--- src/rtl/muldiv_seq_if.sv ---
// Request/result bundle between the pipeline and the muldiv_seq HI/LO sequencer.
// ALUOP codes fall back to local values when defines.v has not already provided them.
`ifndef ALUOP_MULT
`define ALUOP_MULT  5'b11000
`endif
`ifndef ALUOP_MULTU
`define ALUOP_MULTU 5'b11001
`endif
`ifndef ALUOP_DIV
`define ALUOP_DIV   5'b11010
`endif
`ifndef ALUOP_DIVU
`define ALUOP_DIVU  5'b11011
`endif
`ifndef ALUOP_ADD
`define ALUOP_ADD   5'b00000
`endif

interface muldiv_seq_if #(
   parameter int XLEN = 32
);
   logic            start_i;
   logic [4:0]      aluop_i;
   logic [XLEN-1:0] src0_i;
   logic [XLEN-1:0] src1_i;
   logic            flush_i;
   logic            hi_we_i;
   logic            lo_we_i;
   logic [XLEN-1:0] wdata_i;
   logic            busy_o;
   logic            done_o;
   logic            div0_o;
   logic [XLEN-1:0] hi_o;
   logic [XLEN-1:0] lo_o;

   modport master (
      output start_i, aluop_i, src0_i, src1_i, flush_i, hi_we_i, lo_we_i, wdata_i,
      input  busy_o, done_o, div0_o, hi_o, lo_o
   );

   modport slave (
      input  start_i, aluop_i, src0_i, src1_i, flush_i, hi_we_i, lo_we_i, wdata_i,
      output busy_o, done_o, div0_o, hi_o, lo_o
   );
endinterface

--- src/rtl/muldiv_seq.sv ---
// Bit-serial MULT/MULTU/DIV/DIVU sequencer owning HI/LO (XLEN iterations + one sign-fix cycle).
// MULDIV_DIV0_EN: divide by zero short-circuits to a 1-cycle completion with div0_o.
module muldiv_seq #(
   parameter int XLEN = 32
) (
   input logic          clk_i,
   input logic          rst_n_i,
   muldiv_seq_if.slave  bus
);
   localparam int CW = $clog2(XLEN);

   typedef enum logic [1:0] {S_IDLE, S_RUN, S_FIX} state_t;

   state_t          r_state, w_state_next;
   logic [CW-1:0]   r_cnt;
   logic            r_mul, r_neg_q, r_neg_r, r_dz, r_done;
   logic [XLEN-1:0] r_b, r_wh, r_wl, r_hi, r_lo;

   logic            w_is_mul, w_is_div, w_signed, w_accept, w_dz, w_busy, w_fix_wr, w_ge;
   logic [XLEN-1:0] w_mag_a, w_mag_b, w_q_fix, w_r_fix, w_res_hi, w_res_lo;
   logic [XLEN:0]   w_add, w_shift, w_sub;
   logic [2*XLEN-1:0] w_prod_fix;

   assign w_is_mul = (bus.aluop_i == `ALUOP_MULT) || (bus.aluop_i == `ALUOP_MULTU);
   assign w_is_div = (bus.aluop_i == `ALUOP_DIV)  || (bus.aluop_i == `ALUOP_DIVU);
   assign w_signed = (bus.aluop_i == `ALUOP_MULT) || (bus.aluop_i == `ALUOP_DIV);
   assign w_accept = (r_state == S_IDLE) && bus.start_i && (w_is_mul || w_is_div) && !bus.flush_i;

   // Magnitudes as unsigned XLEN bits: -0x80000000 wraps to 0x80000000, which is exact.
   assign w_mag_a = (w_signed && bus.src0_i[XLEN-1]) ? -bus.src0_i : bus.src0_i;
   assign w_mag_b = (w_signed && bus.src1_i[XLEN-1]) ? -bus.src1_i : bus.src1_i;

`ifdef MULDIV_DIV0_EN
   assign w_dz = w_is_div && (bus.src1_i == '0);
`else
   assign w_dz = 1'b0;
`endif

   always_ff @(posedge clk_i or negedge rst_n_i) begin
      if (!rst_n_i) r_state <= S_IDLE;
      else          r_state <= w_state_next;
   end

   always_comb begin
      w_state_next = r_state;
      if (bus.flush_i) begin
         w_state_next = S_IDLE;
      end else begin
         case (r_state)
            S_IDLE:  if (w_accept) w_state_next = w_dz ? S_FIX : S_RUN;
            S_RUN:   if (r_cnt == CW'(XLEN-1)) w_state_next = S_FIX;
            S_FIX:   w_state_next = S_IDLE;
            default: w_state_next = S_IDLE;
         endcase
      end
   end

   always_comb begin
      w_busy   = (r_state != S_IDLE);
      w_fix_wr = (r_state == S_FIX) && !bus.flush_i;
   end

   // Shift-add step (low word holds the multiplier) and restoring-divide step (low word holds dividend/quotient).
   assign w_add   = {1'b0, r_wh} + (r_wl[0] ? {1'b0, r_b} : '0);
   assign w_shift = {r_wh, r_wl[XLEN-1]};
   assign w_sub   = w_shift - {1'b0, r_b};
   assign w_ge    = (w_shift >= {1'b0, r_b});

   assign w_prod_fix = r_neg_q ? -{r_wh, r_wl} : {r_wh, r_wl};
   assign w_q_fix    = r_neg_q ? -r_wl : r_wl;
   assign w_r_fix    = r_neg_r ? -r_wh : r_wh;
   assign w_res_hi   = r_dz ? r_wh : (r_mul ? w_prod_fix[2*XLEN-1:XLEN] : w_r_fix);
   assign w_res_lo   = r_dz ? r_wl : (r_mul ? w_prod_fix[XLEN-1:0]      : w_q_fix);

   always_ff @(posedge clk_i or negedge rst_n_i) begin
      if (!rst_n_i) begin
         r_cnt   <= '0;
         r_mul   <= 1'b0;
         r_neg_q <= 1'b0;
         r_neg_r <= 1'b0;
         r_dz    <= 1'b0;
         r_b     <= '0;
         r_wh    <= '0;
         r_wl    <= '0;
         r_hi    <= '0;
         r_lo    <= '0;
         r_done  <= 1'b0;
      end else begin
         if (w_accept) begin
            r_cnt   <= '0;
            r_mul   <= w_is_mul;
            r_neg_q <= w_signed && (bus.src0_i[XLEN-1] ^ bus.src1_i[XLEN-1]);
            r_neg_r <= w_signed && bus.src0_i[XLEN-1];
            r_dz    <= w_dz;
            r_b     <= w_mag_b;
            r_wh    <= w_dz ? bus.src0_i : '0;
            r_wl    <= w_dz ? '1 : w_mag_a;
         end else if (r_state == S_RUN) begin
            r_cnt <= r_cnt + 1'b1;
            if (r_mul) begin
               r_wh <= w_add[XLEN:1];
               r_wl <= {w_add[0], r_wl[XLEN-1:1]};
            end else begin
               r_wh <= w_ge ? w_sub[XLEN-1:0] : w_shift[XLEN-1:0];
               r_wl <= {r_wl[XLEN-2:0], w_ge};
            end
         end

         // MTHI/MTLO only land while idle; a finishing operation owns HI/LO on its FIX edge.
         if (w_fix_wr) begin
            r_hi <= w_res_hi;
            r_lo <= w_res_lo;
         end else if (!w_busy) begin
            if (bus.hi_we_i) r_hi <= bus.wdata_i;
            if (bus.lo_we_i) r_lo <= bus.wdata_i;
         end
         r_done <= w_fix_wr;
      end
   end

`ifdef MULDIV_DIV0_EN
   logic r_div0;
   always_ff @(posedge clk_i or negedge rst_n_i) begin
      if (!rst_n_i) r_div0 <= 1'b0;
      else          r_div0 <= w_fix_wr && r_dz;
   end
   assign bus.div0_o = r_div0;
`else
   assign bus.div0_o = 1'b0;
`endif

   assign bus.busy_o = w_busy;
   assign bus.done_o = r_done;
   assign bus.hi_o   = r_hi;
   assign bus.lo_o   = r_lo;
endmodule

--- src/flat_wrapper.sv ---
// flat-port wrapper written by rule: the top's interface ports become plain ports
module muldiv_seq_flat 
#(
   parameter int XLEN = 32
)
  (clk_i, rst_n_i, bus_start_i, bus_aluop_i, bus_src0_i, bus_src1_i, bus_flush_i, bus_hi_we_i, bus_lo_we_i, bus_wdata_i, bus_busy_o, bus_done_o, bus_div0_o, bus_hi_o, bus_lo_o);
  muldiv_seq_if #(.XLEN(XLEN)) bus_i ();
  input logic clk_i;
  input logic rst_n_i;
  input wire logic [$bits(bus_i.start_i)-1:0] bus_start_i;
  input wire logic [$bits(bus_i.aluop_i)-1:0] bus_aluop_i;
  input wire logic [$bits(bus_i.src0_i)-1:0] bus_src0_i;
  input wire logic [$bits(bus_i.src1_i)-1:0] bus_src1_i;
  input wire logic [$bits(bus_i.flush_i)-1:0] bus_flush_i;
  input wire logic [$bits(bus_i.hi_we_i)-1:0] bus_hi_we_i;
  input wire logic [$bits(bus_i.lo_we_i)-1:0] bus_lo_we_i;
  input wire logic [$bits(bus_i.wdata_i)-1:0] bus_wdata_i;
  output wire logic [$bits(bus_i.busy_o)-1:0] bus_busy_o;
  output wire logic [$bits(bus_i.done_o)-1:0] bus_done_o;
  output wire logic [$bits(bus_i.div0_o)-1:0] bus_div0_o;
  output wire logic [$bits(bus_i.hi_o)-1:0] bus_hi_o;
  output wire logic [$bits(bus_i.lo_o)-1:0] bus_lo_o;
  assign bus_i.start_i = bus_start_i;
  assign bus_i.aluop_i = bus_aluop_i;
  assign bus_i.src0_i = bus_src0_i;
  assign bus_i.src1_i = bus_src1_i;
  assign bus_i.flush_i = bus_flush_i;
  assign bus_i.hi_we_i = bus_hi_we_i;
  assign bus_i.lo_we_i = bus_lo_we_i;
  assign bus_i.wdata_i = bus_wdata_i;
  assign bus_busy_o = bus_i.busy_o;
  assign bus_done_o = bus_i.done_o;
  assign bus_div0_o = bus_i.div0_o;
  assign bus_hi_o = bus_i.hi_o;
  assign bus_lo_o = bus_i.lo_o;
  muldiv_seq #(.XLEN(XLEN)) u_core (.clk_i(clk_i), .rst_n_i(rst_n_i), .bus(bus_i));
endmodule
--- config.mk ---
export PLATFORM = sky130hd
export DESIGN_NAME = muldiv_seq_flat
export DESIGN_NICKNAME = d
export VERILOG_FILES = /design/src/rtl/muldiv_seq_if.sv /design/src/rtl/muldiv_seq.sv /design/src/flat_wrapper.sv
export SDC_FILE = /design/constraint.sdc
export NUM_CORES = 1
export LEC_CHECK = 0
export BUFFER_PORTS_ARGS = -buffer_cell sky130_fd_sc_hd__buf_2
export CELL_PAD_IN_SITES_DETAIL_PLACEMENT = 0
export CELL_PAD_IN_SITES_GLOBAL_PLACEMENT = 1
export CORE_MARGIN = 5
export CORE_UTILIZATION = 46
export CTS_BUF_LIST = sky130_fd_sc_hd__clkbuf_4 sky130_fd_sc_hd__clkbuf_8
export DETAILED_ROUTE_END_ITERATION = 10
export PLACE_DENSITY_LB_ADDON = 0.1
export SLEW_MARGIN = 20
export SYNTH_ARGS = -nofsm -noshare
export SYNTH_HDL_FRONTEND = slang
export SYNTH_SLANG_ARGS = --single-unit
--- constraint.sdc ---
create_clock -name clk_i -period 3.6 [get_ports clk_i]
set_input_delay 0.36 -clock clk_i [delete_from_list [all_inputs] [get_ports clk_i]]
set_output_delay 0.36 -clock clk_i [all_outputs]
set_load 0.01 [all_outputs]
==> results_dict.tcl <==
set metrics [dict create \
    path_clk_slew_ns 0.12 \
    path_class "register to register" \
    worst_slew_pin_slew_ns 0.931 \
    ys.warnings.count 0 \
    gp_routability_congestion 0.939 \
    grt_pass1_vias 13490 \
    synth_fa_ha_area_share_pct 6.36 \
    cts_tree "built" \
    cp-end-kind "register" \
    clockBufferDepth 2 \
    synth_compound_area_share_pct 24.5 \
    critPathMaxStageDelay_ns 0.41 \
    holdWs_ns 0.109 \
    maxCapViolCount 0 \
    synth-async-reset-ratio_pct 100 \
    worst_setup_path_start_kind "register" \
    clock_sinks 171 \
    p_per_area_mw_per_mm2 744 \
    clk_latency_ns 0.48 \
    max_freq_mhz 294 \
    routed_wl_mm 49.1 \
    placeableCoreArea_mm2 0.0307 \
    drtIter0Drc 1322 \
    antenna_found_initial 1 \
    grt_use_total_pct 27.7 \
    dpl.hpwl_mm 38.3 \
    num_vias 13993 \
    cp_top_family "compound AO/OA/AOI/OAI gates" \
    met2_length_mm 20.6 \
    cp.arrival_ns 3.78 \
    syn_avg_cell_area_um2 8.08 \
    met1Wirelength_mm 24.0 \
    wl_met3_mm 3.58 \
    layout_min_cycle_time_ns 3.40 \
    worstPathRequired_ns 3.97 \
    nets 2134 \
    drt-pass1-iter-count 5 \
    start_util_pct 46.9 \
    highest_layer "met5" \
    utilization_pct 53.7 \
    outcome "completed" \
    drive_gt1_share_pct 16.5 \
    area_delta_synth_final_pct 14.7 \
    cts-buffers-inserted 17 \
    min_path_type "primary input to register" \
    synth_cells 1783 \
    synth_seq_cells 171 \
    detail-route-antenna-nets 0 \
    timing.final.crit_share_pct 94.6 \
    yosys.cell_types.count 70 \
    synth_top_cell_area_share_pct 29.7 \
    critPathSlowestCell "fa_1" \
    vias_per_cell 5.92 \
    synth-simple-area-share_pct 17.4 \
    synth_top_area_cell "dfrtp_1" \
    fillers 3015 \
    dieHeight_um 187 \
    crit_buf_inv 2 \
    synthXorXnorAreaFrac_pct 10.2 \
    path_max_fanout 3 \
    drc 0 \
    ir_drop_uv 311 \
    ctsHtreeMaxLevel 4 \
    rows 64 \
    grt_pass1_wl_mm 78.2 \
    yosysSeqAreaShare_pct 29.7 \
    rsz0062_at_grt "false" \
    syn-num-nets 1962 \
    wl_per_cell_um 20.8 \
    netlist_area_mm2 0.0144 \
    synthFlopType "dfrtp_1" \
    fin_worst_skew_ns 0.0154 \
    overflow 0 \
    hold_violations 0 \
    p_leak_nw 7.23 \
    cts_root_buffer "clkbuf_8" \
    boundaryPins 174 \
    synth_top_family_by_area "compound AO/OA/AOI/OAI gates" \
    numPortBuffers 172 \
    slew_headroom_pct 38.0 \
    ys_top_cells_by_area "dfrtp_1, o21ai_0, mux2i_1, ha_1, xnor2_1" \
    tns_ns 0 \
    synth.area.mux_share_pct 7.23 \
    diodes 0 \
    synth_edf_count 0 \
    fp.dieArea_mm2 0.0350 \
    setup_viol 0 \
    cp_cell_sequence "inv_1 -> ha_1 -> inv_1 -> fa_1 -> a21o_1 -> a21oi_1 -> o31ai_1 -> a21boi_0 -> o21ai_0 -> a21oi_1 -> xor2_1 -> o21ai_0 -> a221o_1" \
    grt_start_max_net_pins 129 \
    slew_violations 0 \
    fp.dieW_um 187 \
]
registers in the layout, indices dropped and copies added, names as in the netlist:
signal	cells
u_core.r_wh	32
u_core.r_mul	1
u_core.r_neg_q	1
u_core.bus.lo_o	32
u_core.r_neg_r	1
u_core.bus.done_o	1
u_core.r_cnt	5
u_core.r_wl	32
u_core.r_state	2
u_core.r_b	32
u_core.bus.hi_o	32
stage by stage:
stage	area [um2]	instances	setup slack (ns)	power [mW]
6_report	16500	2364	0.195	12.3
5_1_grt	16500	2364	0.000886	13.2
4_1_cts	16500	2364	0.195	12.2
3_5_place_dp	16100	2331	0.243	10.6
3_3_place_gp	16100	2331	0.256	10.6
2_1_floorplan	14400	1783	0.290	8.01
cell usage after synthesis, drive strengths merged (24+ instances only):
| master | n |
|---|---|
| o21ai | 216 |
| nand2 | 208 |
| dfrtp | 171 |
| a21oi | 125 |
| nor2 | 106 |
| mux2i | 94 |
| xnor2 | 93 |
| clkbuf | 89 |
| xor2 | 74 |
| ha | 70 |
| inv | 68 |
| o211ai | 43 |
| nand3 | 33 |
| nor3 | 33 |
| o31ai | 28 |
| a211oi | 24 |
| or4 | 24 |
per-layer routing:
layer / global-route usage (%) / vias up
met5: 0 / -
met4: 6.00 / 2
met3: 6.44 / 57
met2: 40.3 / 476
met1: 42.0 / 6650
li1: - / 6808
worst paths after layout:
path / start / endpoint / slack, ns / cells after the start
max reg2reg: u_core.r_wl[31] / u_core.r_wh[28] / 0.20 / 13
max in group asynchronous: rst_n_i / u_core.r_b[19] / 2.16 / 3
min: bus_aluop_i[1] / u_core.r_mul / 0.11 / 2
max: u_core.r_wl[31] / u_core.r_wh[28] / 0.20 / 13
min in group asynchronous: rst_n_i / u_core.r_wl[27] / 0.49 / 2
min reg2reg: u_core.r_b[13] / u_core.r_b[13] / 0.49 / 2
worst register-to-register path: cells and delay by family, from the launching register on:
| family | cells | cell delay, ns |
|---|---|---|
| adders and majority gates | 2 | 0.60 |
| buffers and inverters | 2 | 0.15 |
| AOI/OAI and AO/OA | 8 | 1.88 |
| DFF | 1 | 0.40 |
| xor gates and xnor gates | 1 | 0.26 |
logic make-up (layout without fill, tap and decap cells):
kind of cell,count (synthesis),after routing
mux,103,103
simple gates,527,527
compound gates,568,568
other cells,1,1
flops,171,171
buf+inv,174,359
fa+ha+maj,72,72
xor+xnor,167,167
power by group:
| group | leakage [nW] | total (mW) | switching (mW) | internal, mW |
|---|---|---|---|---|
| logic | 4.94 | 7.83 | 4.63 | 3.20 |
| registers | 2.09 | 2.96 | 0.540 | 2.41 |
| clock network | 0.210 | 1.51 | 0.901 | 0.608 |
| total | 7.23 | 12.3 | 6.07 | 6.22 |
layout by cell type, fill, tap and decap left out, types with 9 or more instances in the layout:
master | Yosys | routed
a211oi_1 | 24 | 24
a21o_1 | 23 | 23
a21oi_1 | 125 | 124
and3_1 | 16 | 16
buf_2 | 2 | 171
buf_4 | 1 | 82
clkbuf_8 | 0 | 18
dfrtp_1 | 171 | 170
ha_1 | 70 | 69
inv_1 | 68 | 68
mux2_2 | 9 | 9
mux2i_1 | 94 | 94
nand2_1 | 208 | 208
nand2b_1 | 15 | 15
nand3_1 | 33 | 33
nand4_1 | 12 | 12
nor2_1 | 106 | 105
nor2b_1 | 16 | 15
nor3_1 | 33 | 32
nor4_1 | 18 | 18
o211ai_1 | 43 | 43
o21ai_0 | 189 | 187
o21ai_1 | 27 | 28
o21bai_1 | 10 | 10
o31ai_1 | 27 | 27
o41ai_1 | 15 | 15
or3_1 | 21 | 20
or4_1 | 22 | 22
xnor2_1 | 93 | 93
xor2_1 | 74 | 74
cell type report:
cell class / count / area [um2] / share of cell area, %
Timing Repair Buffer: 259 / 1570 / 9.52
Tap cell: 396 / 495 / 3.00
Inverter: 68 / 255 / 1.54
Clock inverter: 14 / 180 / 1.09
Clock buffer: 18 / 248 / 1.50
Sequential cell: 171 / 4280 / 25.9
Multi-Input combinational cell: 1438 / 9500 / 57.5
what timing repair did:
item,CTS,global route
hold endpoints to repair,77,0
buffers inserted,0,0
setup endpoints to repair,0,5
resized for setup,0,7
hold buffers,1,0
Note: power is estimated with default switching activity, not from simulation.
